$ cat src/rtl/sevseg_pkg.sv
// Shared seven-segment definitions: segment bit order {g,f,e,d,c,b,a}, active-high glyph codes.
package sevseg_pkg;

   localparam int unsigned SEG_W = 7;

   typedef logic [SEG_W-1:0] seg_code_t;

   // Bit positions inside a seg_code_t
   localparam int unsigned SEG_A = 0;
   localparam int unsigned SEG_B = 1;
   localparam int unsigned SEG_C = 2;
   localparam int unsigned SEG_D = 3;
   localparam int unsigned SEG_E = 4;
   localparam int unsigned SEG_F = 5;
   localparam int unsigned SEG_G = 6;

   localparam seg_code_t SEG_0     = 7'h3F;
   localparam seg_code_t SEG_1     = 7'h06;
   localparam seg_code_t SEG_2     = 7'h5B;
   localparam seg_code_t SEG_3     = 7'h4F;
   localparam seg_code_t SEG_4     = 7'h66;
   localparam seg_code_t SEG_5     = 7'h6D;
   localparam seg_code_t SEG_6     = 7'h7D;
   localparam seg_code_t SEG_7     = 7'h07;
   localparam seg_code_t SEG_8     = 7'h7F;
   localparam seg_code_t SEG_9     = 7'h6F;
   localparam seg_code_t SEG_HEX_A = 7'h77;
   localparam seg_code_t SEG_HEX_B = 7'h7C;
   localparam seg_code_t SEG_HEX_C = 7'h39;
   localparam seg_code_t SEG_HEX_D = 7'h5E;
   localparam seg_code_t SEG_HEX_E = 7'h79;
   localparam seg_code_t SEG_HEX_F = 7'h71;

   // Active-low cathode pattern with every segment dark
   localparam seg_code_t SEG_BLANK = 7'h7F;

endpackage

$ cat src/rtl/sevseg_hex_decode.sv
// Combinational hex nibble to active-high seven-segment code.
module sevseg_hex_decode
   import sevseg_pkg::*;
(
   input  logic [3:0] nibble_i,
   output seg_code_t  code_c
);

   always_comb begin
      code_c = SEG_0;
      case (nibble_i)
         4'h0: code_c = SEG_0;
         4'h1: code_c = SEG_1;
         4'h2: code_c = SEG_2;
         4'h3: code_c = SEG_3;
         4'h4: code_c = SEG_4;
         4'h5: code_c = SEG_5;
         4'h6: code_c = SEG_6;
         4'h7: code_c = SEG_7;
         4'h8: code_c = SEG_8;
         4'h9: code_c = SEG_9;
         4'hA: code_c = SEG_HEX_A;
         4'hB: code_c = SEG_HEX_B;
         4'hC: code_c = SEG_HEX_C;
         4'hD: code_c = SEG_HEX_D;
         4'hE: code_c = SEG_HEX_E;
         4'hF: code_c = SEG_HEX_F;
         default: code_c = SEG_0;
      endcase
   end

endmodule

$ cat src/rtl/sevseg_scan_ctrl.sv
// Multiplexed seven-segment scan driver with per-frame input snapshot, blanking,
// leading-zero suppression and 8-level PWM brightness.
module sevseg_scan_ctrl
   import sevseg_pkg::*;
#(
   parameter int unsigned NUM_DIGITS = 4,
   parameter int unsigned DIV_LOG2   = 16
) (
   input  logic                    clk,
   input  logic                    rst_n,
   input  logic [4*NUM_DIGITS-1:0] value,
   input  logic [NUM_DIGITS-1:0]   dp_in,
   input  logic [NUM_DIGITS-1:0]   blank_in,
   input  logic                    lz_suppress,
   input  logic [2:0]              bright,
   output logic [NUM_DIGITS-1:0]   AN,
   output logic [SEG_W-1:0]        CAT,
   output logic                    DP,
   output logic                    frame_tick
);

   localparam int unsigned IDX_W = $clog2(NUM_DIGITS);
   localparam int unsigned VAL_W = 4 * NUM_DIGITS;

   logic [DIV_LOG2-1:0]   pre_q, pre_d;
   logic [IDX_W-1:0]      idx_q, idx_d;
   logic [VAL_W-1:0]      snap_val_q, snap_val_d;
   logic [NUM_DIGITS-1:0] snap_dp_q, snap_dp_d;
   logic [NUM_DIGITS-1:0] snap_blank_q, snap_blank_d;
   logic                  snap_lz_q, snap_lz_d;
   logic [NUM_DIGITS-1:0] an_q, an_d;
   seg_code_t             cat_q, cat_d;
   logic                  dp_q, dp_d;
   logic                  frame_tick_q, frame_tick_d;

   logic                  wrap_c, last_c, slot_on_c, zero_run_c;
   logic [NUM_DIGITS-1:0] sup_c;
   logic [3:0]            nib_c;
   logic                  dig_dp_c, dig_blank_c, dig_sup_c;
   seg_code_t             code_c;

   // Digit k is a leading zero when it and every more-significant snapshot nibble are zero
   always_comb begin
      sup_c      = '0;
      zero_run_c = snap_lz_q;
      for (int k = int'(NUM_DIGITS) - 1; k >= 1; k--) begin
         zero_run_c = zero_run_c && (snap_val_q[4*k +: 4] == 4'h0);
         sup_c[k]   = zero_run_c;
      end
   end

   // Per-digit attributes for the digit currently being scanned
   always_comb begin
      nib_c       = '0;
      dig_dp_c    = 1'b0;
      dig_blank_c = 1'b0;
      dig_sup_c   = 1'b0;
      for (int unsigned k = 0; k < NUM_DIGITS; k++) begin
         if (idx_q == IDX_W'(k)) begin
            nib_c       = snap_val_q[4*k +: 4];
            dig_dp_c    = snap_dp_q[k];
            dig_blank_c = snap_blank_q[k];
            dig_sup_c   = sup_c[k];
         end
      end
   end

   sevseg_hex_decode u_dec (
      .nibble_i (nib_c),
      .code_c   (code_c)
   );

   always_comb begin
      pre_d        = pre_q + DIV_LOG2'(1);
      idx_d        = idx_q;
      snap_val_d   = snap_val_q;
      snap_dp_d    = snap_dp_q;
      snap_blank_d = snap_blank_q;
      snap_lz_d    = snap_lz_q;
      frame_tick_d = 1'b0;
      an_d         = '1;
      cat_d        = SEG_BLANK;
      dp_d         = 1'b1;

      wrap_c    = &pre_q;
      last_c    = (idx_q == IDX_W'(NUM_DIGITS - 1));
      slot_on_c = (pre_q[DIV_LOG2-1 -: 3] <= bright);

      if (wrap_c) begin
         idx_d = last_c ? '0 : idx_q + IDX_W'(1);
      end

      // Tear-free capture at the end of the last digit slot
      if (wrap_c && last_c) begin
         snap_val_d   = value;
         snap_dp_d    = dp_in;
         snap_blank_d = blank_in;
         snap_lz_d    = lz_suppress;
         frame_tick_d = 1'b1;
      end

      if (slot_on_c && !dig_blank_c && !dig_sup_c) begin
         an_d  = ~(NUM_DIGITS'(1) << idx_q);
         cat_d = ~code_c;
         dp_d  = ~dig_dp_c;
      end
   end

   always_ff @(posedge clk or negedge rst_n) begin
      if (!rst_n) begin
         pre_q        <= '0;
         idx_q        <= '0;
         snap_val_q   <= '0;
         snap_dp_q    <= '0;
         snap_blank_q <= '0;
         snap_lz_q    <= 1'b0;
         an_q         <= '1;
         cat_q        <= SEG_BLANK;
         dp_q         <= 1'b1;
         frame_tick_q <= 1'b0;
      end else begin
         pre_q        <= pre_d;
         idx_q        <= idx_d;
         snap_val_q   <= snap_val_d;
         snap_dp_q    <= snap_dp_d;
         snap_blank_q <= snap_blank_d;
         snap_lz_q    <= snap_lz_d;
         an_q         <= an_d;
         cat_q        <= cat_d;
         dp_q         <= dp_d;
         frame_tick_q <= frame_tick_d;
      end
   end

   assign AN         = an_q;
   assign CAT        = cat_q;
   assign DP         = dp_q;
   assign frame_tick = frame_tick_q;

endmodule
$ cat config.mk
export PLATFORM = sky130hd
export DESIGN_NAME = sevseg_scan_ctrl
export DESIGN_NICKNAME = d
export VERILOG_FILES = /design/src/rtl/sevseg_pkg.sv /design/src/rtl/sevseg_hex_decode.sv /design/src/rtl/sevseg_scan_ctrl.sv
export SDC_FILE = /design/constraint.sdc
export NUM_CORES = 1
export LEC_CHECK = 0
export ABC_CLOCK_PERIOD_IN_PS = 3300
export BUFFER_PORTS_ARGS = -buffer_cell sky130_fd_sc_hd__buf_2
export CAP_MARGIN = 15
export CORE_MARGIN = 2
export CORE_UTILIZATION = 35
export CTS_CLUSTER_DIAMETER = 80
export DETAILED_ROUTE_END_ITERATION = 12
export PLACE_DENSITY = 0.57
export SLEW_MARGIN = 15
export SYNTH_ARGS = -nofsm -noshare
export SYNTH_HDL_FRONTEND = slang
export SYNTH_HIERARCHICAL = 1
export SYNTH_SLANG_ARGS = --single-unit
$ cat constraint.sdc
create_clock -name clk -period 3.3 [get_ports clk]
set_input_delay 0.495 -clock clk [delete_from_list [all_inputs] [get_ports clk]]
set_output_delay 0.495 -clock clk [all_outputs]
set_load 0.005 [all_outputs]
==> flow_metrics.py, run 1 <==
metrics = {
    "run_status": {
        "outcome": "complete, no violations",
    },
    "worst_setup_path": {
        "crit_required_ns": 3.55,
        "cp-start-kind": "register",
        "path_class": "reg2reg",
        "cp_max_fo": 10,
        "crit_arrival_ns": 3.19,
        "reg2reg_slack_ns": 0.36,
        "slowest_stage": "o31ai_1",
        "path_buf_inv": 2,
        "crit_chain": "inv_1 > ha_1 > nor2b_1 > a221oi_1 > o31ai_1 > inv_1 > ha_1 > mux4_1 > nand3_1",
        "end_kind": "register",
        "crit_path_max_incr_delay_ns": 0.52,
        "cpLargestDelayFamily": "compound AO/OA/AOI/OAI gates",
    },
    "route": {
        "drtIter0Drc": 70,
        "antenna_left": 0,
        "drt_pass1_iterations": 4,
        "routed_wl_mm": 5.364,
        "vias": 1803,
        "avgViaCountPerCell": 4.708,
        "drc": 0,
        "wl_per_cell_um": 14.01,
    },
    "clock_tree": {
        "cts.sinks": 56,
        "post_cts_resize_count": 0,
        "post-cts-setup-buffers": 0,
        "insertion_delay_ns": 0.31,
        "tritoncts": "yes",
        "htree_levels": 2,
        "postCtsHoldBufs": 0,
        "cts-root-buf": "clkbuf_8",
        "cts_buffers": 5,
        "cts_buffer_depth": 2,
        "clk_pin_slew_ns": 0.11,
    },
    "synth": {
        "synth_cell_types": 42,
        "synth-edff-count": 0,
        "async_reset_ff_share_pct": 100.0,
        "ys.flop_type": "dfrtp_1",
        "yosys_warnings": 6,
        "ys_seq_elements": 56,
        "syn-cell-area_um2": 2877,
        "yosysSeqAreaShare_pct": 49.24,
        "netlist_instances": 233,
        "avgSynthCellArea_um2": 12.35,
        "syn-num-nets": 278,
    },
    "floorplan": {
        "die_height_um": 94.66,
        "start_util_pct": 35.54,
        "dieArea_um2": 8960,
        "rows": 33,
        "core_um2": 8093,
        "die_x_um": 94.66,
        "io_pins": 43,
    },
    "global_routing": {
        "grt_pass1_vias": 1830,
        "track_usage_pct": 12.82,
        "grt_pass1_wl_mm": 9.045,
        "antenna_found_initial": 0,
        "globalRouteOverflowTotal": 0,
        "grt_max_degree": 50,
    },
    "place": {
        "portBuffers": 42,
        "place_area_um2": 3168,
        "place_congestion": 0.8518,
        "dp_hpwl_mm": 3.846,
        "placed_cells": 375,
    },
    "sta": {
        "worst_slew_pin_slew_ns": 0.6211,
        "tns_ns": 0,
        "max_freq_mhz": 340.1,
        "grt_setup_unrepaired": "false",
        "finClkSkew_ns": 0.004717,
        "min_period_over_period_pct": 89.09,
        "max_slew_margin_pct": 58.60,
        "finalHoldViolations": 0,
        "slew_violations": 0,
        "setup-violations-final": 0,
        "finalWorstPathRequiredPeriod_ns": 2.940,
    },
    "layout": {
        "fill_cells": 826,
        "layout.nets": 322,
        "area_growth_pct": 13.57,
        "drive_above_1_share_pct": 36.33,
        "final_cell_mix": "dfrtp_1 (44), buf_2 (41), mux2_4 (20), nand3_1 (17), nand2_1 (16)",
        "stdcell_count": 383,
        "design_area_um2": 3267,
        "diodes": 0,
        "mostFrequentLayoutCell": "dfrtp_1",
    },
    "pwr": {
        "p_leak_uw": 0.001531,
        "power_uw": 1242,
        "vdd_drop_max_mv": 0.1942,
        "power.density_nw_per_um2": 380.3,
    },
    "worst_hold_path": {
        "hold_path.class": "in2async",
    },
    "job": {
        "cap_violations": 0,
    },
}
==> where the power goes <==
part	total [uW]	switching (uW)	leakage (uW)	internal (uW)
Clock	398	241	0.0000463	157
Sequential	730	14.0	0.000669	716
Combinational	114	53.2	0.000816	61.1
==> state kept, by name, summed over array words and instances (netlist names) <==
name,count
frame_tick,1
CAT,7
snap_lz_q,1
AN,4
DP,1
pre_q,16
idx_q,2
snap_val_q,16
snap_blank_q,4
snap_dp_q,4
==> synth_stat cells (3+ instances only) <==
library cell / number / area, um^2
dfstp_2: 12 / 315.3
dfrtp_1: 44 / 1101
a21oi_1: 3 / 15.01
o31ai_1: 5 / 37.54
nor4_1: 3 / 18.77
clkbuf_1: 4 / 15.01
ha_1: 15 / 187.7
nor2_1: 5 / 18.77
nand4_1: 4 / 25.02
o21ai_0: 4 / 20.02
nand3_1: 17 / 85.08
a221oi_1: 5 / 43.79
xor2_1: 3 / 26.28
and3_1: 3 / 18.77
inv_1: 13 / 48.80
nor3_1: 4 / 20.02
mux2_4: 20 / 300.3
mux2_2: 8 / 90.09
nand2_1: 16 / 60.06
xnor2_1: 11 / 96.34
nor2b_1: 8 / 50.05
==> final cells by class <==
type | instances | area, um^2 | share of cell area (%)
repair buffers | 47 | 250.2 | 7.660
inverters | 13 | 48.80 | 1.494
multi-input cells | 154 | 1324 | 40.52
flip-flops and latches | 56 | 1416 | 43.36
clock inverters | 3 | 27.53 | 0.8426
well taps | 105 | 131.4 | 4.021
clock buffers | 5 | 68.82 | 2.106
==> per-layer routing <==
layer  share of wire (%)  routed length (um)  track usage [%]  up-vias
li1                    -                   -                -      909
met1                  50                2695            18.16      853
met2                  45                2406            19.92       35
met3                 3.2                 174            2.235        6
met4                 1.6                  88            4.227        0
met5                   0                   0                0        -
==> worst paths after layout <==
| kind | startpoint | cells after the start | to |
|---|---|---|---|
| min in group clk | value[13] | 2 | snap_val_q[13] |
| max in group asynchronous | rst_n | 2 | CAT[6] |
| setup reg to reg | idx_q[1] | 9 | CAT[3] |
| hold reg to reg | pre_q[0] | 1 | pre_q[0] |
| setup / recovery | idx_q[1] | 9 | CAT[3] |
| hold / removal | rst_n | 1 | pre_q[8] |
==> logic make-up after synthesis <==
| logic type | share of synthesized area (%) |
|---|---|
| muxes | 15.18 |
| DFF | 49.24 |
| xor gates and xnor gates | 4.263 |
| adders and majority gates | 6.525 |
| buffers and inverters | 4.741 |
| AOI/OAI and AO/OA | 6.351 |
| and+or+nand+nor | 13.70 |
==> per-stage QoR <==
| step | hold WS (ns) | util [%] | worst slack [ns] |
|---|---|---|---|
| floorplan | 0.1994 | - | 0.6598 |
| global placement | 0.4648 | 39.15 | 0.5383 |
| detailed placement | 0.4646 | 39.15 | 0.4392 |
| CTS | 0.3989 | 40.34 | 0.3953 |
| global route | 0.2238 | 40.37 | 0.1178 |
| finish | 0.1829 | 40.37 | 0.3601 |
(Power assumes the default switching activity.)
==> run 2: changes to the inputs <==
ABC_CLOCK_PERIOD_IN_PS = not set   (was 3300)
CORE_UTILIZATION = 30   (was 35)
PLACE_DENSITY = 0.53   (was 0.57)
==> run 2 against run 1 <==
Effect of this change:
- first-iteration DRC count decreased by 11%
- largest cell class unchanged
- worst setup slack got worse by 0.093 ns
- critical path type unchanged
- critical path depth unchanged
- power increased by 11%
==> flow_metrics.py, run 2 (synthesized netlist as in run 1, its figures left out) <==
metrics = {
    "layout": {
        "mostFrequentLayoutCell": "dfrtp_1",
        "drive_above_1_share_pct": 36.56,
        "final_cell_mix": "dfrtp_1 (44), buf_2 (42), mux2_4 (20), nand3_1 (17), nand2_1 (16)",
        "layout.nets": 323,
        "final_util_pct": 36.01,
        "area_growth_pct": 16.22,
        "diodes": 0,
    },
    "floorplan": {
        "io_pins": 43,
        "start_util_pct": 30.98,
        "dieArea_um2": 10390,
        "die_height_um": 101.9,
        "die_x_um": 101.9,
        "rows": 35,
        "core_um2": 9284,
    },
    "pwr": {
        "power_uw": 1380,
        "vdd_drop_max_mv": 0.1627,
        "p_sw_share_pct": 21.48,
        "seqPwrFrac_pct": 53.0,
        "p_leak_uw": 0.001558,
        "power.density_nw_per_um2": 412.7,
        "p_int_uw": 1083,
        "p_comb_share_pct": 8.3,
        "clockPowerShare_pct": 38.7,
        "switching_power_uw": 296.4,
    },
    "sta": {
        "grt_setup_unrepaired": "false",
        "worst_slack_ns": 0.2671,
        "slew_violations": 0,
        "worst_slew_pin_slew_ns": 0.7872,
        "tns_ns": 0,
        "finalHoldViolations": 0,
        "max_slew_margin_pct": 47.52,
        "max_freq_mhz": 329.7,
        "finClkSkew_ns": 0.01154,
        "setup-violations-final": 0,
        "finalWorstPathRequiredPeriod_ns": 3.033,
        "min_period_over_period_pct": 91.91,
    },
    "route": {
        "vias": 1839,
        "routed_wl_mm": 5.417,
        "drt_pass1_iterations": 4,
        "drtIter0Drc": 62,
        "antenna_left": 0,
        "drc": 0,
        "avgViaCountPerCell": 4.507,
        "wl_per_cell_um": 13.28,
    },
    "worst_setup_path": {
        "crit_arrival_ns": 3.28,
        "crit_required_ns": 3.54,
        "crit_chain": "inv_1 > ha_1 > nor2b_1 > a221oi_1 > o31ai_1 > inv_1 > ha_1 > mux4_1 > nand3_1",
        "reg2reg_to": "CAT[3]",
        "path_class": "reg2reg",
        "end_kind": "register",
        "cp-start-kind": "register",
        "slowest_stage": "o31ai_1",
        "cpLargestDelayFamily": "compound AO/OA/AOI/OAI gates",
        "worst_r2r_startpoint": "idx_q[1]",
        "crit_path_max_incr_delay_ns": 0.57,
        "cp_max_fo": 10,
        "reg2reg_slack_ns": 0.27,
        "reg2regPathDepth": 9,
        "path_buf_inv": 2,
    },
    "run_status": {
        "outcome": "complete, no violations",
    },
    "worst_hold_path": {
        "hold_path.class": "in2async",
    },
    "clock_tree": {
        "insertion_delay_ns": 0.31,
        "cts_buffers": 5,
        "cts.sinks": 56,
        "tritoncts": "yes",
        "post_cts_resize_count": 0,
        "cts-root-buf": "clkbuf_8",
        "htree_levels": 2,
        "clk_pin_slew_ns": 0.10,
        "postCtsHoldBufs": 0,
        "post-cts-setup-buffers": 0,
        "cts_buffer_depth": 2,
    },
    "global_routing": {
        "track_usage_pct": 11.25,
        "antenna_found_initial": 0,
        "grt_pass1_vias": 1851,
        "grt_pass1_wl_mm": 9.094,
        "globalRouteOverflowTotal": 0,
        "grt_max_degree": 37,
    },
    "place": {
        "dp_hpwl_mm": 4.026,
        "portBuffers": 42,
        "dp_slack_ns": 0.3399,
        "place_congestion": 0.7873,
    },
    "job": {
        "cap_violations": 0,
    },
}
==> run 2: metal layers <==
layer  GRT usage [%]  share of wire, %
met2           16.65                45
met4           4.923               1.3
met3           2.189               3.3
met1           16.03                50
met5               0                 0
==> run 2: how the worst max path moves through the flow <==
| stage | start | to | cells past startpoint |
|---|---|---|---|
| floorplan | idx_q[0] | CAT[3] | 9 |
| global placement | idx_q[0] | CAT[3] | 8 |
| detailed placement | idx_q[0] | CAT[3] | 8 |
| CTS | idx_q[0] | CAT[3] | 8 |
| global route | idx_q[1] | CAT[3] | 9 |
| finish | idx_q[1] | CAT[3] | 9 |
==> run 2: final cells by class <==
class,count,area [um^2]
multi-input combinational,154,1324
timing repair buffer,48,255.2
sequential,56,1416
clock inverter,3,68.82
tap,129,161.4
inverter,13,48.80
clock buffer,5,68.82
fill,970,5941
==> run 2: through the flow <==
step / instance area [um^2] / std cells / hold slack (ns)
after detailed placement: 3206 / 400 / 0.4662
after global placement: 3206 / 400 / 0.4603
after global routing: 3343 / 408 / 0.3118
after floorplan: 2877 / 233 / 0.1994
final: 3343 / 408 / 0.2565
after CTS: 3343 / 408 / 0.2751
==> run 2: power by group through the flow <==
| stage | Clock, uW | Combinational (uW) | Sequential [uW] |
|---|---|---|---|
| floorplan | 0 | 62.2 | 740 |
| global placement | 0 | 116 | 744 |
| detailed placement | 0 | 117 | 744 |
| CTS | 551 | 117 | 732 |
| global route | 583 | 129 | 735 |
| finish | 534 | 115 | 731 |
==> run 2: worst reg2reg max path, stage by stage, from the launching register on <==
cell,delay (ns)
dfrtp_1,0.38
inv_1,0.08
ha_1,0.29
nor2b_1,0.33
a221oi_1,0.16
o31ai_1,0.57
inv_1,0.22
ha_1,0.35
mux4_1,0.49
nand3_1,0.08
